--- config.mk ---
export PLATFORM = sky130hd
export DESIGN_NAME = alu_multicycle
export DESIGN_NICKNAME = d
export VERILOG_FILES = /design/src/rtl/alu_multicycle.sv
export SDC_FILE = /design/constraint.sdc
export NUM_CORES = 1
export LEC_CHECK = 0
export CORE_MARGIN = 4
export CORE_UTILIZATION = 60
export DETAILED_ROUTE_END_ITERATION = 6
export PLACE_DENSITY = 0.81
export RECOVER_POWER = 50
export SYNTH_ARGS = -nofsm -noshare
export SYNTH_HDL_FRONTEND = slang
export SYNTH_SLANG_ARGS = --single-unit
--- constraint.sdc ---
create_clock -name clk_i -period 9.82 [get_ports clk_i]
set_clock_uncertainty 0.05 [all_clocks]
set_input_delay 1.964 -clock clk_i [delete_from_list [all_inputs] [get_ports clk_i]]
set_output_delay 1.964 -clock clk_i [all_outputs]
set_load 0.05 [all_outputs]
--- src/rtl/alu_multicycle.sv ---
// Execute-stage ALU: single-cycle logic/arith ops plus a shift-add multiplier
// that runs DATA_W iterations behind a start/busy/done handshake.
module alu_multicycle #(
    parameter int unsigned DATA_W = 32,
    parameter int unsigned CNT_W  = 6
) (
    input  logic              clk_i,
    input  logic              rst_i,
    input  logic              start_i,
    input  logic [3:0]        ctrl_i,
    input  logic [DATA_W-1:0] src1_i,
    input  logic [DATA_W-1:0] src2_i,
    output logic [DATA_W-1:0] result_o,
    output logic              zero_o,
    output logic              busy_o,
    output logic              done_o
);

    typedef enum logic [0:0] {StIdle, StMul} state_e;

    localparam logic [3:0] CtrlAnd = 4'd0;
    localparam logic [3:0] CtrlOr  = 4'd1;
    localparam logic [3:0] CtrlAdd = 4'd2;
    localparam logic [3:0] CtrlMul = 4'd3;
    localparam logic [3:0] CtrlSub = 4'd6;
    localparam logic [3:0] CtrlSlt = 4'd7;

    state_e            r_state;
    logic [DATA_W-1:0] r_result;
    logic              r_done;
    logic              r_busy;
    logic [DATA_W-1:0] r_acc;
    logic [DATA_W-1:0] r_mcand;
    logic [DATA_W-1:0] r_mplier;
    logic [CNT_W-1:0]  r_cnt;

    logic [DATA_W-1:0] w_alu;
    logic [DATA_W-1:0] w_acc_sum;
    logic              w_slt;
    logic              w_last;

    // Single-cycle result straight from the live operands (used only on the accept edge)
    always_comb begin
        w_alu = '0;
        w_slt = $signed(src1_i) < $signed(src2_i);
        case (ctrl_i)
            CtrlAnd: w_alu = src1_i & src2_i;
            CtrlOr:  w_alu = src1_i | src2_i;
            CtrlAdd: w_alu = src1_i + src2_i;
            CtrlSub: w_alu = src1_i - src2_i;
            CtrlSlt: w_alu = {{(DATA_W-1){1'b0}}, w_slt};
            default: w_alu = '0;
        endcase
    end

    // One shift-add step: add the shifted multiplicand when the multiplier LSB is set
    always_comb begin
        w_acc_sum = r_acc + (r_mplier[0] ? r_mcand : '0);
        w_last    = (r_cnt == CNT_W'(DATA_W - 1));
    end

    // Control FSM with registered result/busy/done
    always_ff @(posedge clk_i or posedge rst_i) begin
        if (rst_i) begin
            r_state  <= StIdle;
            r_result <= '0;
            r_done   <= 1'b0;
            r_busy   <= 1'b0;
            r_acc    <= '0;
            r_mcand  <= '0;
            r_mplier <= '0;
            r_cnt    <= '0;
        end else begin
            r_done <= 1'b0;
            case (r_state)
                StIdle: begin
                    if (start_i) begin
                        if (ctrl_i == CtrlMul) begin
                            r_state  <= StMul;
                            r_busy   <= 1'b1;
                            r_acc    <= '0;
                            r_mcand  <= src1_i;
                            r_mplier <= src2_i;
                            r_cnt    <= '0;
                        end else begin
                            r_result <= w_alu;
                            r_done   <= 1'b1;
                        end
                    end
                end
                StMul: begin
                    r_acc    <= w_acc_sum;
                    r_mcand  <= r_mcand << 1;
                    r_mplier <= r_mplier >> 1;
                    r_cnt    <= r_cnt + 1'b1;
                    if (w_last) begin
                        r_result <= w_acc_sum;
                        r_done   <= 1'b1;
                        r_busy   <= 1'b0;
                        r_state  <= StIdle;
                    end
                end
                default: begin
                    r_state <= StIdle;
                    r_busy  <= 1'b0;
                end
            endcase
        end
    end

    assign result_o = r_result;
    assign zero_o   = (r_result == '0);
    assign busy_o   = r_busy;
    assign done_o   = r_done;

endmodule

==> impl_metrics.tcl, run 1 <==
set metrics [dict create \
    cp_slowest_cell "clkbuf_1" \
    post_cts_resized 0 \
    grtUsageTotal 0.3370 \
    max_freq_mhz 159.7 \
    seq_area_frac_synth 0.2774 \
    synth_fa_ha_area_frac 0.1375 \
    ys_top_cells_by_area "dfrtp_1 28%, ha_1 13%, a21oi_1 6.9%, o21ai_0 6.2%, nand2_1 5.9%" \
    worstPathCellList "dlygate4sd3_1 -> nor2_1 -> nand4_1 -> clkbuf_1 -> buf_4 -> and2_2 -> o21ai_0 -> o31ai_1" \
    die_h_um 151.5 \
    die_area_um2 22960 \
    htree_levels 4 \
    synth_xor_area_frac 0.02551 \
    power.total_w 0.002599 \
    synth_edf_count 0 \
    synth_compound_area_frac 0.3021 \
    overflow 0 \
    synth-simple-area-share 0.1877 \
    crit_type "in -> reg" \
    cts_buffer_depth 2 \
    synth_nets 1817 \
    dp_cells 1900 \
    synth_top_family_by_area "compound AO/OA/AOI/OAI gates" \
    grt_pass1_wl_um 61000 \
    final_area_um2 14080 \
    first_pass_iters 5 \
    synth_mux_area_frac 0.004961 \
    ir_drop_uv 129.8 \
    p_leak_nw 6.505 \
    ant_nets 0 \
    rsz0062_at_grt "false" \
    violations "capacitance limit, slew limit" \
    postCtsHoldBufs 0 \
    dpl_cell_area_um2 13480 \
    min_path_type "reg -> reg" \
    tritoncts "yes" \
    ios 106 \
    core_um2 20230 \
    ys_ff_latch 137 \
    synth.most_common_cell "nand2_1" \
    relSlewSlack -1.558 \
    synthCells 1612 \
    cts_setup_buffers 0 \
    cts.clk_slew.worst_paths_ps 70 \
    setup_viol 0 \
    slew_violations 138 \
    nets 1854 \
    gp_congestion 1.003 \
    drv_cap 2 \
    setup_tns_ps 0 \
    powerDensity_nw_per_um2 184.7 \
    status "finished, violations left" \
    wire_per_inst_um 20.18 \
    drive_above_1_share 0.04513 \
    drc 0 \
    cts_sinks 137 \
    die_x_um 151.5 \
    dp_hpwl_um 28740 \
    viasPerCell 6.403 \
    grt_pass1_vias 11320 \
    start_util 0.6107 \
    worst_ep_arrival_time_ps 6540 \
    yosysTopAreaCell "dfrtp_1" \
    syn_area_um2 12360 \
    antenna_found_initial 0 \
    synth-async-reset-ratio 1.000 \
    tightestPinTransition_ps 3817 \
    worstSetupEndpointType "flip-flop" \
    slowest_delay_ps 1470 \
    numCtsBuffers 17 \
    via_count 12370 \
    start_kind "input port" \
    fp-row-count 52 \
    grt_max_degree 88 \
    root_buffer "clkbuf_16" \
    antenna_cells 0 \
    hold_ws_ps 426.0 \
    synth_top_area_frac 0.2774 \
    first_iter_violations 1358 \
    finalCriticalPeriod_ps 6260 \
    stdcell_count 1932 \
    ys_warn_count 0 \
    period_share 0.6375 \
    hold_violations 0 \
    yosys-top-cells-count "193 x nand2_1, 171 x a21oi_1, 167 x nor2_1" \
    synth_ff_type "dfrtp_1" \
    clk_latency_ps 430 \
    port_buffers 105 \
    fill_cells 1649 \
    cp_max_fo 83 \
    ys_types 84 \
    syn_area_per_cell_um2 7.666 \
    wirelength_um 38990 \
    crit_required_ps 10100 \
    area_growth_pct 13.90 \
]
area by class of cell:
class | instances | area, µm² | area share
inverters | 109 | 410.4 | 0.02916
flip-flops and latches | 137 | 3432 | 0.2438
clock inverters | 13 | 157.7 | 0.01120
multi-input cells | 1265 | 8143 | 0.5785
repair buffers | 119 | 1152 | 0.08187
well taps | 270 | 337.8 | 0.02400
clock buffers | 19 | 442.9 | 0.03147
through the flow:
stage / util / setup WS (ps)
2_1_floorplan: - / 4138
3_5_place_dp: 0.6663 / 3906
5_1_grt: 0.6956 / 3203
4_1_cts: 0.6960 / 4300
3_3_place_gp: 0.6663 / 3990
6_report: 0.6956 / 3560
worst max-delay path: cells and delay by family:
family | cells | cell delay [ps]
buf+inv | 3 | 3090
simple gates | 3 | 1130
compound gates | 2 | 320
power breakdown:
group / switching, W / internal [W] / leakage (nW)
clock: 0.000285 / 0.000389 / 0.290
sequential: 0.000148 / 0.000732 / 1.80
combinational: 0.000656 / 0.000390 / 4.41
logic make-up after synthesis:
family                     count (synthesis)
xor gates and xnor gates                  36
DFF                                      137
and+or+nand+nor                          515
adders and majority gates                134
AOI/OAI and AO/OA                        574
muxes                                      6
buffers and inverters                    210
registers in the layout, indices dropped and copies added, names as in the netlist:
name	count
done_o	1
busy_o	1
result_o	32
r_acc	32
r_cnt	6
r_mcand	32
r_state	1
r_mplier	32
metal layers:
metal | wire length, µm | vias to the layer above | part of all wire | global-route usage
met5 | 0 | - | 0 | 0
met4 | 612 | 0 | 0.016 | 0.08086
met3 | 3782 | 60 | 0.097 | 0.07466
met2 | 17030 | 591 | 0.44 | 0.4977
met1 | 17560 | 5903 | 0.45 | 0.5027
li1 | - | 5817 | - | -
worst paths after layout:
check	startpoint	cells past startpoint	slack [ps]	endpoint
min in group asynchronous	rst_i	2	3030	result_o[8]
worst min-delay path	r_mplier[8]	2	430	r_mplier[7]
worst max-delay path	ctrl_i[3]	8	3560	r_cnt[3]
worst min register to register	r_mplier[8]	2	430	r_mplier[7]
worst max register to register	r_state	9	5490	result_o[29]
max in group asynchronous	rst_i	2	4530	r_state
cells in the final DEF (no fill, tap or decap), types with 29 or more instances in the layout:
cell	n
xnor2_1	29
ha_1	131
a21o_1	34
dfrtp_1	136
o21ai_0	153
nand2_1	193
nor2_1	167
clkdlybuf4s50_1	103
and2_1	34
a21oi_1	171
inv_1	108
No activity file was read; power rests on OpenSTA's default activity.
==> run 2, diff against run 1 <==
--- a/config.mk
+++ b/config.mk
@@ -6,9 +6,9 @@
 export NUM_CORES = 1
 export LEC_CHECK = 0
 export CORE_MARGIN = 4
-export CORE_UTILIZATION = 60
+export CORE_UTILIZATION = 54
 export DETAILED_ROUTE_END_ITERATION = 6
-export PLACE_DENSITY = 0.81
+export PLACE_DENSITY = 0.77
 export RECOVER_POWER = 50
 export SYNTH_ARGS = -nofsm -noshare
 export SYNTH_HDL_FRONTEND = slang
==> constraint.sdc (replaced) <==
create_clock -name clk_i -period 5 [get_ports clk_i]
set_clock_uncertainty 0.05 [all_clocks]
set_input_delay 1 -clock clk_i [delete_from_list [all_inputs] [get_ports clk_i]]
set_output_delay 1 -clock clk_i [all_outputs]
set_load 0.05 [all_outputs]
==> impl_metrics.tcl, run 2 (synthesized netlist as in run 1, its figures left out) <==
set metrics [dict create \
    status "finished, violations left" \
    violations "capacitance limit, slew limit" \
    max_freq_mhz 226.6 \
    post_cts_resized 0 \
    gp_congestion 0.9488 \
    setup_tns_ps 0 \
    crit_required_ps 5240 \
    numCtsBuffers 17 \
    relSlewSlack -0.9090 \
    port_buffers 105 \
    antenna_cells 0 \
    postCtsHoldBufs 0 \
    clk_latency_ps 440 \
    cts.clk_slew.worst_paths_ps 80 \
    grt_pass1_wl_um 63220 \
    grtUsageTotal 0.3052 \
    worst_ep_arrival_time_ps 4650 \
    cp_max_fo 5 \
    ant_nets 0 \
    core_um2 22570 \
    first_iter_violations 1356 \
    start_util 0.5475 \
    cts_buffer_depth 2 \
    period_share 0.8825 \
    min_path_type "reg -> reg" \
    fill_cells 2015 \
    tightestPinTransition_ps 2863 \
    die_area_um2 25370 \
    setup_viol 0 \
    hold_violations 0 \
    fp-row-count 55 \
    htree_levels 4 \
    drv_cap 3 \
    grt_max_degree 90 \
    antenna_found_initial 0 \
    drc 0 \
    area_growth_pct 15.52 \
    root_buffer "clkbuf_16" \
    post-route-util 0.6325 \
    viasPerCell 6.264 \
    crit_type "in -> reg" \
    cts_setup_buffers 0 \
    die_x_um 159.3 \
    wirelength_um 39420 \
    finalCriticalPeriod_ps 4413 \
    slew_violations 185 \
    tritoncts "yes" \
    die_h_um 159.3 \
    cts_sinks 137 \
    start_kind "input port" \
    final_common_cell "nand2_1" \
    grt_pass1_vias 11660 \
    drive_above_1_share 0.05697 \
    rrSetupSlack_ps 1010 \
    ios 106 \
    wire_per_inst_um 20.01 \
    p_leak_nw 6.632 \
    powerDensity_nw_per_um2 360.8 \
    via_count 12340 \
    dp_hpwl_um 29340 \
    final_cell_mix "193 x nand2_1, 171 x a21oi_1, 167 x nor2_1, 153 x o21ai_0, 136 x dfrtp_1" \
    overflow 0 \
    rsz0062_at_grt "false" \
    worstSetupEndpointType "flip-flop" \
    nets 1877 \
    first_pass_iters 7 \
    ir_drop_uv 200.8 \
]
==> run 2: cell types whose count changed in the layout (fill, tap and decap cells not counted), sizes merged <==
cell / before / now
buf: 13 / 34
clkdlybuf4s50: 103 / 93
dlygate4sd3: 2 / 12
clkbuf: 20 / 23
bufinv: 2 / 3
clkinvlp: 3 / 2
inv: 114 / 113
==> run 2: final timing paths <==
check                          endpoint  cells past startpoint         from
min in group asynchronous   result_o[8]                      2        rst_i
setup / recovery           result_o[24]                     14    src1_i[0]
hold / removal              r_mplier[2]                      2  r_mplier[3]
hold reg to reg             r_mplier[2]                      2  r_mplier[3]
max in group asynchronous       r_state                      3        rst_i
setup reg to reg           result_o[28]                     14  r_mplier[0]
==> run 2: layout make-up <==
type,instances,area (µm²),area share
Timing Repair Buffer,142,1319,0.09237
Sequential cell,137,3432,0.2404
Clock buffer,20,446.7,0.03129
Clock inverter,12,165.2,0.01157
Inverter,109,409.1,0.02866
Multi-Input combinational cell,1265,8148,0.5707
Tap cell,285,356.6,0.02498
==> run 2: critical path, cell delays in order <==
cell             delay, ps
clkdlybuf4s50_1        530
ha_1                   220
inv_1                   80
fa_1                   420
nand3b_1               200
a21o_1                 210
a2111oi_4              340
o211ai_2               130
a21oi_2                260
a31o_4                 220
a31oi_1                100
xnor2_1                160
a221oi_1               570
o221ai_1               190
==> run 2: through the flow <==
stage	setup WS (ps)	hold WS, ps	cell area, µm²	power, W	cells
after floorplan	282.2	400.2	12360	0.003103	1612
after global placement	285.2	407.9	13680	0.003715	1938
after detailed placement	240.6	420.1	13680	0.003768	1938
after CTS	668.3	427.6	14290	0.005139	1970
after global routing	302.9	447.0	14280	0.005439	1970
final	587.4	416.3	14280	0.005151	1970
==> run 2: layer usage <==
layer  track usage  vias up  routed length (µm)
met1        0.4619     5827               18310
met5             0        -                   0
met2        0.4582      576               17020
met4       0.08126        0                 836
li1              -     5850                   -
met3       0.04297       88                3259
==> run 2: power by group <==
| group | internal [W] | switching [W] |
|---|---|---|
| clock | 0.000808 | 0.000561 |
| sequential | 0.00144 | 0.000287 |
| combinational | 0.000773 | 0.00129 |
| total | 0.00302 | 0.00214 |
